**src/rtl/bids_stim_gen_pkg.sv**
```systemverilog
// Shared types and constants for the BIDS22 constrained-random stimulus generator:
// controller opcodes, generator states, default opcode weights and the weighted opcode pick.
package bids_stim_gen_pkg;

  localparam int NUM_OPS = 11;
  localparam logic [31:0] LFSR_POLY = 32'h8020_0003;

  typedef enum logic [3:0] {
    OP_NO_OPERATION = 4'd0,
    OP_UNLOCK       = 4'd1,
    OP_LOCK         = 4'd2,
    OP_LOAD_X       = 4'd3,
    OP_LOAD_Y       = 4'd4,
    OP_LOAD_Z       = 4'd5,
    OP_SET_MASK     = 4'd6,
    OP_SET_TIMER    = 4'd7,
    OP_BID_CHARGE   = 4'd8,
    OP_ROUND_ACTIVE = 4'd9,
    OP_ROUND_OVER   = 4'd10
  } operation_t;

  typedef enum logic [1:0] {
    ST_IDLE  = 2'd0,
    ST_GEN   = 2'd1,
    ST_OFFER = 2'd2,
    ST_DONE  = 2'd3
  } gen_state_t;

  typedef logic [NUM_OPS-1:0][3:0] weight_tbl_t;

  // Listed from RoundOver (index 10) down to NoOperation (index 0); sums to 16.
  localparam weight_tbl_t DEFAULT_WEIGHTS = {4'd1, 4'd3, 4'd1, 4'd1, 4'd1, 4'd1,
                                             4'd1, 4'd1, 4'd1, 4'd3, 4'd2};

  // Lowest opcode whose running weight sum exceeds the random value scaled into [0, total).
  function automatic operation_t op_select(input logic [7:0] rnd, input weight_tbl_t w);
    logic [7:0]  total;
    logic [7:0]  cum;
    logic [15:0] prod;
    logic        found;
    op_select = OP_NO_OPERATION;
    total = 8'd0;
    for (int i = 0; i < NUM_OPS; i++) total = total + {4'd0, w[i]};
    prod  = {8'd0, rnd} * {8'd0, total};
    cum   = 8'd0;
    found = 1'b0;
    for (int i = 0; i < NUM_OPS; i++) begin
      cum = cum + {4'd0, w[i]};
      if (!found && (cum > prod[15:8])) begin
        op_select = operation_t'(4'(i));
        found     = 1'b1;
      end
    end
  endfunction

endpackage

```
**src/rtl/bids_stim_gen_if.sv**
```systemverilog
// Transaction offer channel between the stimulus generator and the BIDS22 driver.
interface bids_stim_gen_if #(
  parameter int NUM_BIDDERS = 3,
  parameter int AMT_W       = 16,
  parameter int DATA_W      = 32
);
  import bids_stim_gen_pkg::*;

  logic                         stim_valid;
  logic                         stim_ready;
  operation_t                   stim_op;
  logic [DATA_W-1:0]            stim_cdata;
  logic                         stim_cstart;
  logic [NUM_BIDDERS*AMT_W-1:0] stim_bidamt;
  logic [NUM_BIDDERS-1:0]       stim_bid;
  logic [NUM_BIDDERS-1:0]       stim_retract;

  modport master (
    output stim_valid, stim_op, stim_cdata, stim_cstart, stim_bidamt, stim_bid, stim_retract,
    input  stim_ready
  );

  modport slave (
    input  stim_valid, stim_op, stim_cdata, stim_cstart, stim_bidamt, stim_bid, stim_retract,
    output stim_ready
  );

endinterface

```
**src/rtl/bids_stim_gen_lfsr.sv**
```systemverilog
// 32-bit right-shifting Galois LFSR with a load port; holds its value unless stepped or loaded.
module bids_lfsr32
  import bids_stim_gen_pkg::*;
#(
  parameter logic [31:0] SEED = 32'hACE1_2022
) (
  input  logic        clk,
  input  logic        reset_n,
  input  logic        step_en,
  input  logic        load_en,
  input  logic [31:0] load_val,
  output logic [31:0] state
);

  logic [31:0] lfsr_q, lfsr_d;

  always_comb begin
    lfsr_d = lfsr_q;
    if (load_en) begin
      lfsr_d = load_val;
    end else if (step_en) begin
      lfsr_d = {1'b0, lfsr_q[31:1]} ^ (lfsr_q[0] ? LFSR_POLY : 32'h0);
    end
  end

  always_ff @(posedge clk) begin
    if (!reset_n) lfsr_q <= SEED;
    else          lfsr_q <= lfsr_d;
  end

  assign state = lfsr_q;

endmodule

```
**src/rtl/bids_stim_gen.sv**
```systemverilog
// Constrained-random BIDS22 transaction generator: builds one transaction per
// NUM_BIDDERS+2 LFSR steps, then offers it on a valid/ready channel.
module bids_stim_gen
  import bids_stim_gen_pkg::*;
#(
  parameter int          NUM_BIDDERS = 3,
  parameter int          AMT_W       = 16,
  parameter int          DATA_W      = 32,
  parameter int          NUM_TXN     = 1000,
  parameter logic [31:0] SEED        = 32'hACE1_2022
) (
  input  logic                   clk,
  input  logic                   reset_n,
  input  logic                   start,
  input  logic                   abort,
  input  logic                   seed_load,
  input  logic [31:0]            seed,
  input  logic                   weight_wr,
  input  logic [3:0]             weight_idx,
  input  logic [3:0]             weight_val,
  bids_stim_gen_if.master        stim,
  output logic [31:0]            txn_count,
  output logic                   busy,
  output logic                   done
);

  localparam logic [3:0]  STEP_LAST = 4'(NUM_BIDDERS + 1);
  localparam logic [31:0] TXN_LIMIT = 32'(NUM_TXN);

  gen_state_t                   state_q, state_d;
  logic [3:0]                   step_q, step_d;
  weight_tbl_t                  weights_q, weights_d;
  operation_t                   op_q, op_d;
  logic [DATA_W-1:0]            cdata_q, cdata_d;
  logic                         cstart_q, cstart_d;
  logic [NUM_BIDDERS*AMT_W-1:0] bidamt_q, bidamt_d;
  logic [NUM_BIDDERS-1:0]       bid_q, bid_d;
  logic [NUM_BIDDERS-1:0]       retract_q, retract_d;
  logic                         valid_q, valid_d;
  logic [31:0]                  txn_count_q, txn_count_d;
  logic                         busy_q, busy_d;
  logic                         done_q, done_d;
  logic                         abort_seen_q, abort_seen_d;

  logic        cfg_ok;
  logic [31:0] lfsr;
  logic [DATA_W-1:0] corner_data;
  logic [AMT_W-1:0]  corner_amt;

  assign cfg_ok = (state_q == ST_IDLE) || (state_q == ST_DONE);

  // A zero seed would lock the LFSR, so it falls back to the reset seed.
  bids_lfsr32 #(.SEED(SEED)) u_lfsr (
    .clk      (clk),
    .reset_n  (reset_n),
    .step_en  (state_q == ST_GEN),
    .load_en  (cfg_ok && seed_load),
    .load_val ((seed == 32'h0) ? SEED : seed),
    .state    (lfsr)
  );

  // Corner bias: a quarter of values are zero, a quarter all ones, the rest raw LFSR bits.
  always_comb begin
    corner_data = lfsr[DATA_W-1:0];
    corner_amt  = lfsr[AMT_W-1:0];
    if (lfsr[31:30] == 2'b00) begin
      corner_data = '0;
      corner_amt  = '0;
    end else if (lfsr[31:30] == 2'b11) begin
      corner_data = '1;
      corner_amt  = '1;
    end
  end

  always_comb begin
    state_d      = state_q;
    step_d       = step_q;
    weights_d    = weights_q;
    op_d         = op_q;
    cdata_d      = cdata_q;
    cstart_d     = cstart_q;
    bidamt_d     = bidamt_q;
    bid_d        = bid_q;
    retract_d    = retract_q;
    valid_d      = valid_q;
    txn_count_d  = txn_count_q;
    done_d       = done_q;
    abort_seen_d = abort_seen_q;

    if (cfg_ok && weight_wr && (weight_idx < 4'(NUM_OPS))) begin
      weights_d[weight_idx] = weight_val;
    end

    case (state_q)
      ST_IDLE, ST_DONE: begin
        if (start) begin
          state_d      = ST_GEN;
          step_d       = 4'd0;
          txn_count_d  = 32'd0;
          done_d       = 1'b0;
          abort_seen_d = 1'b0;
        end
      end
      ST_GEN: begin
        if (abort) begin
          state_d = ST_IDLE;
          step_d  = 4'd0;
        end else begin
          if (step_q == 4'd0) begin
            op_d = op_select(lfsr[7:0], weights_q);
          end else if (step_q == 4'd1) begin
            cdata_d  = corner_data;
            cstart_d = lfsr[29];
          end
          for (int k = 0; k < NUM_BIDDERS; k++) begin
            if (step_q == 4'(k + 2)) begin
              bidamt_d[k*AMT_W +: AMT_W] = corner_amt;
              bid_d[k]                   = lfsr[29];
              retract_d[k]               = lfsr[28];
            end
          end
          if (step_q == STEP_LAST) begin
            state_d = ST_OFFER;
            step_d  = 4'd0;
            valid_d = 1'b1;
          end else begin
            step_d = step_q + 4'd1;
          end
        end
      end
      ST_OFFER: begin
        if (abort) abort_seen_d = 1'b1;
        if (stim.stim_ready) begin
          valid_d     = 1'b0;
          txn_count_d = txn_count_q + 32'd1;
          if ((TXN_LIMIT != 32'd0) && (txn_count_d == TXN_LIMIT)) begin
            state_d = ST_DONE;
            done_d  = 1'b1;
          end else if (abort || abort_seen_q) begin
            state_d = ST_IDLE;
          end else begin
            state_d = ST_GEN;
          end
        end
      end
      default: state_d = ST_IDLE;
    endcase

    busy_d = (state_d == ST_GEN) || (state_d == ST_OFFER);
  end

  always_ff @(posedge clk) begin
    if (!reset_n) begin
      state_q      <= ST_IDLE;
      step_q       <= 4'd0;
      weights_q    <= DEFAULT_WEIGHTS;
      op_q         <= OP_NO_OPERATION;
      cdata_q      <= '0;
      cstart_q     <= 1'b0;
      bidamt_q     <= '0;
      bid_q        <= '0;
      retract_q    <= '0;
      valid_q      <= 1'b0;
      txn_count_q  <= 32'd0;
      busy_q       <= 1'b0;
      done_q       <= 1'b0;
      abort_seen_q <= 1'b0;
    end else begin
      state_q      <= state_d;
      step_q       <= step_d;
      weights_q    <= weights_d;
      op_q         <= op_d;
      cdata_q      <= cdata_d;
      cstart_q     <= cstart_d;
      bidamt_q     <= bidamt_d;
      bid_q        <= bid_d;
      retract_q    <= retract_d;
      valid_q      <= valid_d;
      txn_count_q  <= txn_count_d;
      busy_q       <= busy_d;
      done_q       <= done_d;
      abort_seen_q <= abort_seen_d;
    end
  end

  assign stim.stim_valid   = valid_q;
  assign stim.stim_op      = op_q;
  assign stim.stim_cdata   = cdata_q;
  assign stim.stim_cstart  = cstart_q;
  assign stim.stim_bidamt  = bidamt_q;
  assign stim.stim_bid     = bid_q;
  assign stim.stim_retract = retract_q;
  assign txn_count         = txn_count_q;
  assign busy              = busy_q;
  assign done              = done_q;

endmodule

```
**src/flat_wrapper.sv**
```systemverilog
// flat-port wrapper written by rule: the top's interface ports become plain ports
module bids_stim_gen_flat import bids_stim_gen_pkg::*;
#(
  parameter int          NUM_BIDDERS = 3,
  parameter int          AMT_W       = 16,
  parameter int          DATA_W      = 32,
  parameter int          NUM_TXN     = 1000,
  parameter logic [31:0] SEED        = 32'hACE1_2022
)
  (clk, reset_n, start, abort, seed_load, seed, weight_wr, weight_idx, weight_val, txn_count, busy, done, stim_stim_valid, stim_stim_op, stim_stim_cdata, stim_stim_cstart, stim_stim_bidamt, stim_stim_bid, stim_stim_retract, stim_stim_ready);
  bids_stim_gen_if #(.NUM_BIDDERS(NUM_BIDDERS), .AMT_W(AMT_W), .DATA_W(DATA_W)) stim_i ();
  input  logic clk;
  input  logic reset_n;
  input  logic start;
  input  logic abort;
  input  logic seed_load;
  input  logic [31:0] seed;
  input  logic weight_wr;
  input  logic [3:0] weight_idx;
  input  logic [3:0] weight_val;
  output logic [31:0] txn_count;
  output logic busy;
  output logic done;
  output wire logic [$bits(stim_i.stim_valid)-1:0] stim_stim_valid;
  output wire logic [$bits(stim_i.stim_op)-1:0] stim_stim_op;
  output wire logic [$bits(stim_i.stim_cdata)-1:0] stim_stim_cdata;
  output wire logic [$bits(stim_i.stim_cstart)-1:0] stim_stim_cstart;
  output wire logic [$bits(stim_i.stim_bidamt)-1:0] stim_stim_bidamt;
  output wire logic [$bits(stim_i.stim_bid)-1:0] stim_stim_bid;
  output wire logic [$bits(stim_i.stim_retract)-1:0] stim_stim_retract;
  input wire logic [$bits(stim_i.stim_ready)-1:0] stim_stim_ready;
  assign stim_stim_valid = stim_i.stim_valid;
  assign stim_stim_op = stim_i.stim_op;
  assign stim_stim_cdata = stim_i.stim_cdata;
  assign stim_stim_cstart = stim_i.stim_cstart;
  assign stim_stim_bidamt = stim_i.stim_bidamt;
  assign stim_stim_bid = stim_i.stim_bid;
  assign stim_stim_retract = stim_i.stim_retract;
  assign stim_i.stim_ready = stim_stim_ready;
  bids_stim_gen #(.NUM_BIDDERS(NUM_BIDDERS), .AMT_W(AMT_W), .DATA_W(DATA_W), .NUM_TXN(NUM_TXN), .SEED(SEED)) u_core (.clk(clk), .reset_n(reset_n), .start(start), .abort(abort), .seed_load(seed_load), .seed(seed), .weight_wr(weight_wr), .weight_idx(weight_idx), .weight_val(weight_val), .stim(stim_i), .txn_count(txn_count), .busy(busy), .done(done));
endmodule
```
**config.mk**
```make
export PLATFORM = sky130hd
export DESIGN_NAME = bids_stim_gen_flat
export DESIGN_NICKNAME = d
export VERILOG_FILES = /design/src/rtl/bids_stim_gen_pkg.sv /design/src/rtl/bids_stim_gen_if.sv /design/src/rtl/bids_stim_gen_lfsr.sv /design/src/rtl/bids_stim_gen.sv /design/src/flat_wrapper.sv
export SDC_FILE = /design/constraint.sdc
export NUM_CORES = 1
export LEC_CHECK = 0
export BUFFER_PORTS_ARGS = -buffer_cell sky130_fd_sc_hd__buf_2
export CORE_ASPECT_RATIO = 0.6
export CORE_UTILIZATION = 60
export DETAILED_ROUTE_END_ITERATION = 6
export PLACE_DENSITY = 0.87
export SLEW_MARGIN = 20
export SYNTH_ARGS = -nofsm -noshare
export SYNTH_HDL_FRONTEND = slang
export SYNTH_SLANG_ARGS = --single-unit
```
**constraint.sdc**
```tcl
create_clock -name clk -period 15.6 [get_ports clk]
set_clock_uncertainty 0.15 [all_clocks]
set_input_delay 0.78 -clock clk [delete_from_list [all_inputs] [get_ports clk]]
set_output_delay 0.78 -clock clk [all_outputs]
set_load 0.02 [all_outputs]
```
# After elaboration in Yosys (flattened, before gate mapping)
# Index checks and enable logic that the tools add are counted.
op_classes:
  bitwise: 3
  multipliers: 1
  order_cmp: 14
  addsub: 12
  mux: 85
  eq_ne: 17
  n_reduce_logical: 46
ops:
  columns: ["operator", "n"]
  rows:
  - ["32-bit 2-to-1 mux", 8]
  - ["8-bit > comparator", 10]
  - ["8-bit by 4-bit adder with 8-bit output", 9]
  - ["32-bit case mux with 2 select lines", 1]
  - ["1-bit 2-to-1 mux", 49]
  - ["44-bit bitwise mux", 1]
  - ["32-bit by 1-bit adder with 32-bit output, second input constant", 1]
  - ["32-bit by 10-bit == test with 1-bit output, second input constant", 1]
  - ["32-bit zero test", 1]
  - ["16-bit 2-to-1 mux", 2]
  - ["31-bit by 32-bit bitwise XOR with 32-bit output", 1]
  - ["4-bit 2-to-1 mux", 7]
  - ["3-bit AND reduction", 6]
  - ["4-bit demux with 4-bit select", 1]
  - ["8-bit by 8-bit multiplier with 16-bit output", 1]
  - ["1-bit logical AND", 14]
  - ["2-bit 2-to-1 mux", 7]
  - ["3-bit 2-to-1 mux", 4]
  - ["4-bit AND reduction", 3]
  - ["1-bit zero test", 10]
  - ["2-bit == test, second input constant", 4]
  - ["4-bit by 2-bit == test with 1-bit output, second input constant", 2]
  - ["4-bit by 8-bit > comparator with 1-bit output", 1]
  - ["2-bit inequality test, second input constant", 4]
  - ["19 further kinds", 30]
word_totals:
  output_inout_bits: 126
  elab_cells: 209
  input_bits: 47
  ff_bits: 209

# Logic depth before layout (Yosys ltp)
# Gate-level depths: netlist of run 1.
depth:
  word_depth: 73
  depth_mapped: 63
  ltp_nobuf: 62

# Hierarchy
# From an unflattened synthesis of run 1, not the netlist that was laid out.
hier_totals:
  hier_cells: 1915
  area_unflattened_um2: 15423.5
modules_own_cells:
  columns: ["mod", "area_each_um2", "instances", "seq_area_each_um2", "cells_per_inst"]
  rows:
  - ["bids_stim_gen", 13992.2, 1, 3543.4, 1765]
  - ["bids_lfsr32", 1431.4, 1, 640.6, 150]

# Least setup slack after synthesis of run 1
# Ideal clock, no wire load.
synth_timing:
  kind: "flip-flop to flip-flop"
  from: "register u_core.weights_q[0] (netlist name)"
  to: "register u_core.op_q[0], in the netlist u_core.stim.stim_op[0]"
  stages_incl_launch_ff: 56
  t_required_ps: 15334
  n_path_buf: 0
  setup_time_ps: 116
  arrival_time_ps: 13465
  setup_slack_ps: 1869
  period_less_slack_ps: 13731
  cell_sequence: "dfxtp_1 ha_1 fa_1 xnor2_1 inv_1 ha_1 xor2_1 inv_1 ha_1 xnor2_1 ha_1 xnor2_1 ha_1 xor2_1 ha_1 xor2_1 inv_1 ha_1 (+20 left out) inv_1 ha_1 a211oi_1 o211ai_1 a31o_2 a31o_2 xnor2_1 ha_1 nand2_1 nor3_1 a2111oi_0 maj3_1 o21ai_0 a31oi_1 a31oi_1 nor4b_2 nand4bb_1 o211a_1"
synth_via:
  elab_chain_cells: 73
  word_cells_on_any_way: 92
  cone_classes: "add/sub: 10; mul: 1; order compare: 11; mux: 50; reduce/logical: 20"
synth_rtl:
  columns: ["item", "line", "rtl"]
  rows:
  - ["start, declared", "bids_stim_gen.sv:32", "weight_tbl_t weights_q, weights_d;"]
  - ["start signal, assigned", "bids_stim_gen.sv:171", "weights_q <= weights_d;"]
  - ["4-bit by 4-bit adder with 5-bit output", "bids_stim_gen_pkg.sv:43, bids_stim_gen_pkg.sv:48", null]
  - ["8-bit by 4-bit adder with 8-bit output (9 in a row)", "bids_stim_gen_pkg.sv:43, bids_stim_gen_pkg.sv:48", null]
  - ["8-bit by 8-bit multiplier with 16-bit output", "bids_stim_gen_pkg.sv:44", "prod = {8'd0, rnd} * {8'd0, total};"]
  - ["4-bit by 8-bit > comparator with 1-bit output", "bids_stim_gen_pkg.sv:49", "if (!found && (cum > prod[15:8])) begin"]
  - ["1-bit 2-to-1 mux", "bids_stim_gen_pkg.sv:49", null]
  - ["1-bit 2-to-1 mux", "bids_stim_gen.sv:109", "if (step_q == 4'd0) begin"]
  - ["1-bit 2-to-1 mux", "bids_stim_gen.sv:105", "if (abort) begin"]
  - ["1-bit 2-to-1 mux", "bids_stim_gen.sv:94", "case (state_q)"]
  - ["(+49 left out)", null, null]
  - ["1-bit logical AND", "bids_stim_gen_pkg.sv:49", null]
  - ["1-bit 2-to-1 mux", "bids_stim_gen_pkg.sv:49", null]
  - ["1-bit 2-to-1 mux", "bids_stim_gen.sv:109", null]
  - ["1-bit 2-to-1 mux", "bids_stim_gen.sv:105", null]
  - ["1-bit 2-to-1 mux", "bids_stim_gen.sv:94", null]
  - ["1-bit zero test", "bids_stim_gen_pkg.sv:49", null]
  - ["1-bit logical AND", "bids_stim_gen_pkg.sv:49", null]
  - ["4-bit 2-to-1 mux (*)", "bids_stim_gen_pkg.sv:49", null]
  - ["end signal, assigned", "bids_stim_gen.sv:172", "op_q <= op_d;"]
  - ["end, declared", "bids_stim_gen.sv:33", "operation_t op_q, op_d;"]
# Every way passes the cells marked *; elsewhere a longest branch is shown, timed or not. The select of a mux whose other input is x is not followed.
# A chain may end at the register's enable or synchronous reset.

# Worst setup path in the final report of run 1
# Same ends and word-level chain as after synthesis.

==> results.json, run 1 <==
{
  "run_status": "finished clean",
  "finalCritPeriodShare_pct": 94.97,
  "maxSlewHeadroom_pct": 25.60,
  "grt_use_total_pct": 32.46,
  "synth_top_family_by_area": "simple AND/OR/NAND/NOR gates",
  "syn_inst": 1928,
  "worstSkewPairLatency_ps": 510,
  "wl_um": 44650,
  "fin_ws_ps": 784.9,
  "syn2layout_area_growth_pct": 11.08,
  "crit_path_start_kind": "register",
  "viasPerCell": 6.067,
  "die_x_um": 212.7,
  "synthAdderAreaFrac_pct": 17.41,
  "drive_gt1_share_pct": 14.13,
  "clk_pin_slew_worst_paths_ps": 70,
  "finalSetupViolations": 0,
  "num-fill-cells": 2006,
  "grt_max_degree": 117,
  "overflow": 0,
  "r2r-start": "u_core.weights_q[0]$_SDFFE_PN0P_",
  "cpMostUsedCell": "ha_1",
  "worstPathRequired_ps": 15850,
  "finalHoldViolCount": 0,
  "ys_seq_elements": 209,
  "ios": 173,
  "muxShareOfSynthArea_pct": 5.714,
  "min-delay-start": "u_core.stim.stim_retract[1]$_SDFFE_PN0P_",
  "period_minus_slack_ps": 14820,
  "placed_area_um2": 17030,
  "drt_pass1_iterations": 5,
  "cp.arrival_ps": 15070,
  "core_area_um2": 25730,
  "post-place-ws_ps": 458.5,
  "nets": 2264,
  "cts_hold_buf": 0,
  "numCtsBuffers": 20,
  "synth_enable_flop_cells": 0,
  "fmax_ghz": 0.06750,
  "final_common_cell": "nand2_1",
  "max_slew.worst_pin.slew_ps": 1114,
  "synth-xor-area-share_pct": 6.168,
  "synth_seq_area_share_pct": 26.18,
  "synth_compound_area_share_pct": 17.01,
  "ys_types": 102,
  "wire_per_inst_um": 18.57,
  "yosys_warnings": 0,
  "synth_flop_cell": "dfxtp_1",
  "stdcell_area_um2": 17760,
  "endpoint_kind": "register",
  "drc": 0,
  "yosys.area_share.simple_pct": 22.25,
  "synthesis.area_um2": 15980,
  "antenna_found_initial": 0,
  "drtIter0Drc": 1595,
  "routabilityCongestion": 0.9906,
  "die-area_um2": 27320,
  "num_rows": 45,
  "port_buffers": 172,
  "cts_tree": "built",
  "dp.cells": 2369,
  "avgSynthCellArea_um2": 8.290,
  "critPathLaunch": "u_core.weights_q[0]$_SDFFE_PN0P_",
  "antenna_left": 0,
  "cpMaxStageDelayCell": "xor2_1",
  "n_antenna_cell": 0,
  "num_vias": 14590,
  "hp-class": "reg2reg",
  "ff_latch_area_um2": 4184,
  "grt_pass1_vias": 13686,
  "cts_root_buf": "clkbuf_16",
  "die_y_um": 128.4,
  "path_max_fanout": 9,
  "h-tree-depth": 1,
  "async_reset_ff_share_pct": 0,
  "syn_nets": 2151,
  "clockBufferDepth": 3,
  "worstSetupPathType": "reg2reg",
  "multi_input_area_um2": 11010,
  "grt_pass1_wl_um": 71100,
  "clock-sinks": 209,
  "maxCapViolCount": 0,
  "hpwl_um": 33530,
  "final_cell_mix": "nand2_1, dfxtp_1, buf_2",
  "initial_core_util_pct": 62.12,
  "final_cells": 2405,
  "cpPeakStageDelay_ps": 660,
  "drv_slew": 0,
  "critPathBufInv": 4,
  "cp_top_family": "adder cells"
}
-- synth_stat cells (10+ instances only) --
master / number / area [um^2]
nand2_1: 326 / 1224
dfxtp_1: 209 / 4184
ha_1: 131 / 1639
inv_1: 119 / 446.7
clkbuf_1: 88 / 330.3
nor2b_1: 81 / 506.7
a21boi_0: 78 / 585.6
a21oi_1: 75 / 375.4
mux2i_1: 73 / 730.7
o21ai_0: 71 / 355.3
nor2_1: 70 / 262.8
and2_1: 59 / 369.1
xnor2_1: 51 / 446.7
nand3_1: 46 / 230.2
fa_1: 45 / 900.9
nor3_1: 43 / 215.2
o211a_1: 38 / 380.4
xor2_1: 23 / 201.4
maj3_1: 22 / 220.2
a21o_1: 19 / 142.6
nand2b_1: 16 / 100.1
nor4_1: 15 / 93.84
o22ai_1: 14 / 87.58
mux2_2: 13 / 146.4
nand4_1: 13 / 81.33
and3_1: 11 / 68.82
o211ai_1: 10 / 75.07
-- final timing paths --
kind	slack, ps	end	cells after the start
setup / recovery	780	u_core.stim.stim_op[0]$_SDFFE_PN0P_	51
hold / removal	310	u_core.stim.stim_retract[1]$_SDFFE_PN0P_	2
setup reg to reg	780	u_core.stim.stim_op[0]$_SDFFE_PN0P_	51
hold reg to reg	310	u_core.stim.stim_retract[1]$_SDFFE_PN0P_	2
-- tightest hold or removal path, cell delays in order, from the launching register on --
cell,delay [ps]
dfxtp_1,310
nand2_1,40
a21boi_0,60
-- routing by layer --
metal | vias to the layer above | track usage, % | part of all wire (%)
met5 | - | 0 | 0
met4 | 0 | 8.041 | 2.3
met3 | 84 | 5.126 | 9.4
met2 | 673 | 50.62 | 44
met1 | 6971 | 46.84 | 45
li1 | 6862 | - | -
-- what timing repair did --
| item | 4_1_cts | 5_1_grt |
|---|---|---|
| resized for setup | 0 | 7 |
| hold endpoints to repair | 0 | 0 |
| setup endpoints to repair | 0 | 4 |
| buffers inserted | 0 | 2 |
-- cell type report --
cell class              instances  share of cell area, %
clock buffers                  27                  3.199
repair buffers                191                  5.666
inverters                     121                  2.558
clock inverters                 7                 0.5215
flip-flops and latches        209                  23.56
multi-input cells            1498                  62.01
well taps                     352                  2.480
-- stage by stage --
| stage | util [%] | hold WS (ps) | setup TNS (ps) |
|---|---|---|---|
| final | 69.01 | 313.5 | 0 |
| after global routing | 69.01 | 337.7 | -19.57 |
| after CTS | 68.76 | 314.9 | 0 |
| after detailed placement | 66.20 | 306.3 | 0 |
| after global placement | 66.20 | 298.4 | 0 |
| after floorplan | - | 298.4 | 0 |
-- logic make-up after synthesis --
family | Yosys count
fa+ha+maj | 200
xor+xnor | 92
simple gates | 729
mux | 88
other cells | 1
compound gates | 388
buf+inv | 221
flops | 209
-- sequential cells by signal, summed over array words and instances (netlist names), 2 cells and up --
name and count:
u_core.stim.stim_bidamt 48, u_core.weights_q 44, u_core.stim.stim_cdata 32, u_core.txn_count 32, u_core.u_lfsr.state 32, u_core.step_q 4, u_core.stim.stim_op 4, u_core.stim.stim_bid 3
u_core.stim.stim_retract 3, u_core.state_q 2
Power of run 1 is not shown: default switching activity piles up to over one toggle a cycle in this logic, so the estimate is an artifact.
==> inputs of run 2 (changes only) <==
--- a/config.mk
+++ b/config.mk
@@ -5,6 +5,7 @@
 export SDC_FILE = /design/constraint.sdc
 export NUM_CORES = 1
 export LEC_CHECK = 0
+export ABC_AREA = 1
 export BUFFER_PORTS_ARGS = -buffer_cell sky130_fd_sc_hd__buf_2
 export CORE_ASPECT_RATIO = 0.6
 export CORE_UTILIZATION = 60
==> run 2 against run 1 <==
Compared with the run above: highest routed layer is now met5; global-route usage rose by 2.9 points; utilization rose by 0.52 points; routed wire length rose by 4.9%; first-iteration DRC count rose by 21%; critical path depth rose by 13; critical path type unchanged; largest cell class unchanged; flip-flop and latch count did not move.
==> results.json, run 2 <==
{
  "drive_gt1_share_pct": 14.58,
  "ys_seq_elements": 209,
  "r2r_cells": 64,
  "r2r-start": "u_core.weights_q[0]$_SDFFE_PN0P_",
  "synth_seq_area_share_pct": 27.30,
  "ys_types": 62,
  "cts_tree": "built",
  "maxSlewHeadroom_pct": 34.05,
  "synthesis.area_um2": 15320,
  "overflow": 0,
  "syn_inst": 2177,
  "fmax_ghz": 0.06988,
  "syn2layout_area_growth_pct": 11.65,
  "port_buffers": 172,
  "clk_pin_slew_worst_paths_ps": 80,
  "core_area_um2": 24610,
  "cp.arrival_ps": 14620,
  "wl_um": 46850,
  "worstSkewPairLatency_ps": 520,
  "fin_ws_ps": 1290,
  "num_rows": 44,
  "synth_most_common_cell": "nand2_1",
  "ios": 173,
  "rsz0062_at_grt": "no",
  "ff_latch_area_um2": 4184,
  "synth_enable_flop_cells": 0,
  "yosysTopAreaCell": "dfxtp_1",
  "largest_reg_flops": 48,
  "h-tree-depth": 1,
  "die-area_um2": 26200,
  "drc": 0,
  "numCtsBuffers": 21,
  "avgSynthCellArea_um2": 7.039,
  "final_util_pct": 69.52,
  "cts_root_buf": "clkbuf_16",
  "finalHoldViolCount": 0,
  "max_slew.worst_pin.slew_ps": 988.2,
  "cts_hold_buf": 0,
  "maxCapViolCount": 0,
  "critPathBufInv": 12,
  "clockBufferDepth": 3,
  "finalCritPeriodShare_pct": 91.73,
  "cpPeakStageDelay_ps": 560,
  "worstSetupPathType": "reg2reg",
  "grt_use_total_pct": 35.31,
  "grt_pass1_wl_um": 75840,
  "antenna_found_initial": 2,
  "drv_slew": 0,
  "antenna_left": 0,
  "synth_commonest_cells": "nand2_1, nor2_1, inv_1, dfxtp_1, o21ai_0",
  "num_vias": 15771,
  "drt_pass1_iterations": 6,
  "r2r-end": "u_core.stim.stim_op[3]$_SDFFE_PN0P_",
  "hpwl_um": 35930,
  "clock-sinks": 209,
  "endpoint_kind": "register",
  "initial_core_util_pct": 62.27,
  "multi_input_area_um2": 9771,
  "num-fill-cells": 1994,
  "cpMaxStageDelayCell": "fa_1",
  "worstPathRequired_ps": 15910,
  "totalNegativeSetupSlack_ps": 0,
  "grt_max_degree": 142,
  "netlist.area_leader.share_pct": 27.30,
  "synth_area_leaders": "dfxtp_1, ha_1, nand2_1, nor2_1, inv_1",
  "syn_nets": 2400,
  "routabilityCongestion": 1.035,
  "path_max_fanout": 12,
  "hp-class": "reg2reg",
  "post-place-ws_ps": 1409,
  "final_common_cell": "nand2_1",
  "drtIter0Drc": 1928,
  "cts_setup_buffers": 0,
  "cp_top_family": "adder cells",
  "die_y_um": 125.8,
  "finalSetupViolations": 0,
  "yosys_warnings": 0,
  "worst_hold_slack_ps": 299.9,
  "r2r_slack_ps": 1290,
  "hold-path-endpoint": "u_core.abort_seen_q$_SDFFE_PN0P_",
  "async_reset_ff_share_pct": 0,
  "ctsResizeCount": 0,
  "viasPerCell": 5.940,
  "cpMostUsedCell": "inv_1",
  "holdPathStages": 2,
  "run_status": "finished clean",
  "final_cell_mix": "nand2_1, nor2_1, inv_1",
  "nets": 2541,
  "die_x_um": 208.3,
  "synth_flop_cell": "dfxtp_1",
  "period_minus_slack_ps": 14310,
  "grt_pass1_vias": 14811,
  "crit_path_start_kind": "register",
  "wire_per_inst_um": 17.65,
  "min-delay-start": "u_core.abort_seen_q$_SDFFE_PN0P_"
}
run 2: cell types whose count changed in the layout (fill, tap and decap cells not counted), moves of 73 or more:
cell,change
nor2_1,+218
inv_1,+156
o21ai_0,+97
nor2b_1,-81
a21boi_0,-77
mux2i_1,-73
run 2: worst max-delay path by stage:
stage,start,endpoint,slack [ps],cells past startpoint
after floorplan,u_core.weights_q[0]$_SDFFE_PN0P_,u_core.stim.stim_op[3]$_SDFFE_PN0P_,3280,63
after global placement,u_core.weights_q[0]$_SDFFE_PN0P_,u_core.stim.stim_op[3]$_SDFFE_PN0P_,1960,64
after detailed placement,u_core.weights_q[0]$_SDFFE_PN0P_,u_core.stim.stim_op[3]$_SDFFE_PN0P_,1410,59
after CTS,u_core.weights_q[0]$_SDFFE_PN0P_,u_core.stim.stim_op[3]$_SDFFE_PN0P_,1320,59
after global routing,u_core.weights_q[0]$_SDFFE_PN0P_,u_core.stim.stim_op[3]$_SDFFE_PN0P_,300,66
final,u_core.weights_q[0]$_SDFFE_PN0P_,u_core.stim.stim_op[3]$_SDFFE_PN0P_,1290,64
run 2: worst min-delay path: cells and delay by family (launching register included):
family	cells	cell delay [ps]
flip-flops	1	310
AO/OA/AOI/OAI	1	50
buffers and inverters	1	50
run 2: final cells by class:
| type | instances | area share (%) |
|---|---|---|
| Clock buffer | 24 | 3.254 |
| Antenna cell | 1 | 0.01463 |
| Inverter | 294 | 6.450 |
| Sequential cell | 209 | 24.46 |
| Tap cell | 322 | 2.355 |
| Multi-Input combinational cell | 1609 | 57.11 |
| Clock inverter | 13 | 0.8118 |
| Timing Repair Buffer | 183 | 5.551 |
run 2: kinds of logic (layout without fill, tap and decap cells):
| group | count (synthesis) | in the layout | share of synthesized area, % |
|---|---|---|---|
| simple gates | 993 | 993 | 29.84 |
| compound gates | 384 | 384 | 13.93 |
| buf+inv | 359 | 514 | 8.982 |
| flops | 209 | 209 | 27.30 |
| fa+ha+maj | 176 | 176 | 16.58 |
| xor+xnor | 55 | 55 | 3.340 |
| other cells | 1 | 2 | 0.02447 |
run 2: layer usage:
metal | share of wire (%) | GRT usage, % | vias up
met5 | 0.12 | 1.633 | -
met1 | 45 | 53.06 | 7365
met2 | 40 | 50.46 | 936
met3 | 14 | 9.476 | 74
met4 | 1.3 | 5.882 | 2
li1 | - | - | 7394
run 2: per-stage QoR:
step	cells	cell area (um^2)
final	2655	17110
after detailed placement	2617	16400
after CTS	2654	17100
after floorplan	2177	15320
after global routing	2655	17110
after global placement	2617	16400
Power of run 2 is left out for the same reason.
==> inputs of run 3 (changes only) <==
--- a/config.mk
+++ b/config.mk
@@ -11,6 +11,7 @@
 export CORE_UTILIZATION = 60
 export DETAILED_ROUTE_END_ITERATION = 6
 export PLACE_DENSITY = 0.87
+export REMOVE_ABC_BUFFERS = 1
 export SLEW_MARGIN = 20
 export SYNTH_ARGS = -nofsm -noshare
 export SYNTH_HDL_FRONTEND = slang
==> run 3 against run 2 <==
Compared with the run above: register-to-register slack gained 150 ps; critical path depth shrank 2; cell area shrank 0.22%; routed wire length shrank 3.3%; global-route usage shrank 1.1 points; via count shrank 0.49%; first-iteration DRC count shrank 6.0%; utilization shrank 0.15 points; largest cell class unchanged.
==> results.json, run 3 (synthesis results as in run 2) <==
{
  "max_slew.worst_pin.slew_ps": 1128,
  "r2r-start": "u_core.weights_q[0]$_SDFFE_PN0P_",
  "multi_input_area_um2": 9778,
  "endpoint_kind": "register",
  "initial_core_util_pct": 62.27,
  "crit_path_start_kind": "register",
  "finalSetupViolations": 0,
  "clk_pin_slew_worst_paths_ps": 70,
  "finalHoldViolCount": 0,
  "period_minus_slack_ps": 14160,
  "drtIter0Drc": 1812,
  "die_x_um": 208.3,
  "run_status": "finished clean",
  "grt_pass1_vias": 14292,
  "cts_root_buf": "clkbuf_16",
  "largest_reg_flops": 48,
  "maxCapViolCount": 0,
  "cpPeakStageDelay_ps": 620,
  "critPathLaunch": "u_core.weights_q[0]$_SDFFE_PN0P_",
  "num_rows": 44,
  "drv_slew": 0,
  "clock-sinks": 209,
  "min-delay-start": "u_core.abort_seen_q$_SDFFE_PN0P_",
  "die_y_um": 125.8,
  "cp.arrival_ps": 14450,
  "wire_per_inst_um": 17.09,
  "ios": 173,
  "hpwl_um": 34370,
  "worstSetupPathType": "reg2reg",
  "final_cell_mix": "nand2_1, nor2_1, inv_1",
  "routabilityCongestion": 0.9894,
  "antenna_found_initial": 2,
  "clockBufferDepth": 3,
  "wl_um": 45290,
  "worst_hold_slack_ps": 309.8,
  "final_util_pct": 69.37,
  "fin_ws_ps": 1443,
  "numCtsBuffers": 20,
  "grt_max_degree": 128,
  "cpMaxStageDelayCell": "xnor2_1",
  "viasPerCell": 5.922,
  "ff_latch_area_um2": 4184,
  "drt_pass1_iterations": 5,
  "maxSlewHeadroom_pct": 24.79,
  "num_vias": 15694,
  "fmax_ghz": 0.07063,
  "grt_pass1_wl_um": 73360,
  "overflow": 0,
  "worstPathRequired_ps": 15900,
  "rsz0062_at_grt": "no",
  "cts_setup_buffers": 0,
  "totalNegativeSetupSlack_ps": 0,
  "core_area_um2": 24610,
  "syn2layout_area_growth_pct": 11.41,
  "nets": 2536,
  "grt_use_total_pct": 34.22,
  "drive_gt1_share_pct": 14.36,
  "post-place-ws_ps": 1388,
  "worstSkewPairLatency_ps": 520,
  "num-fill-cells": 1971,
  "final_common_cell": "nand2_1",
  "cts_tree": "built",
  "die-area_um2": 26200,
  "port_buffers": 172,
  "h-tree-depth": 1,
  "finalCritPeriodShare_pct": 90.75,
  "antenna_left": 0,
  "hp-class": "reg2reg",
  "drc": 0,
  "path_max_fanout": 6
}
-- run 3: changes by cell type in the layout (fill, tap and decap cells not counted), sizes merged --
| cell | delta |
|---|---|
| diode | +1 |
| inv | -2 |
| clkinv | -1 |
| clkinvlp | -4 |
| buf | -4 |
| clkbuf | +5 |
-- run 3: through the flow --
stage / instances / area (um^2)
finish: 2650 / 17070
global route: 2648 / 17070
CTS: 2648 / 17060
detailed placement: 2613 / 16370
global placement: 2613 / 16370
floorplan: 2112 / 15050
-- run 3: area by class of cell --
class,instances,share of cell area [%]
Multi-Input combinational cell,1609,57.28
Inverter,294,6.464
Antenna cell,2,0.02932
Clock inverter,6,0.5717
Clock buffer,29,3.423
Sequential cell,209,24.51
Tap cell,322,2.360
Timing Repair Buffer,179,5.365
-- run 3: final timing paths --
path | to | slack [ps] | depth (start not counted)
worst max register to register | u_core.stim.stim_op[0]$_SDFFE_PN0P_ | 1440 | 62
worst min-delay path | u_core.abort_seen_q$_SDFFE_PN0P_ | 310 | 2
worst max-delay path | u_core.stim.stim_op[0]$_SDFFE_PN0P_ | 1440 | 62
worst min register to register | u_core.abort_seen_q$_SDFFE_PN0P_ | 310 | 2
-- run 3: layer usage --
layer / global-route usage [%] / part of all wire, % / routed length, um
met5: 0 / 0 / 0
met3: 6.534 / 11 / 5152
met4: 8.410 / 2.2 / 993
met1: 51.60 / 45 / 20530
met2: 49.68 / 41 / 18610
-- run 3: repair_timing --
action	4_1_cts	5_1_grt
endpoints found under the setup margin	0	3
hold buffers	0	0
hold endpoints to repair	0	0
gates resized for setup	0	1
-- run 3: critical path, delay by kind of cell, from the launching register on --
kind	cells	cell delay (ps)
fa+ha+maj	17	6750
xor+xnor	9	2920
compound gates	10	1750
simple gates	15	1390
buf+inv	11	840
flops	1	310
Power of run 3 is left out for the same reason.
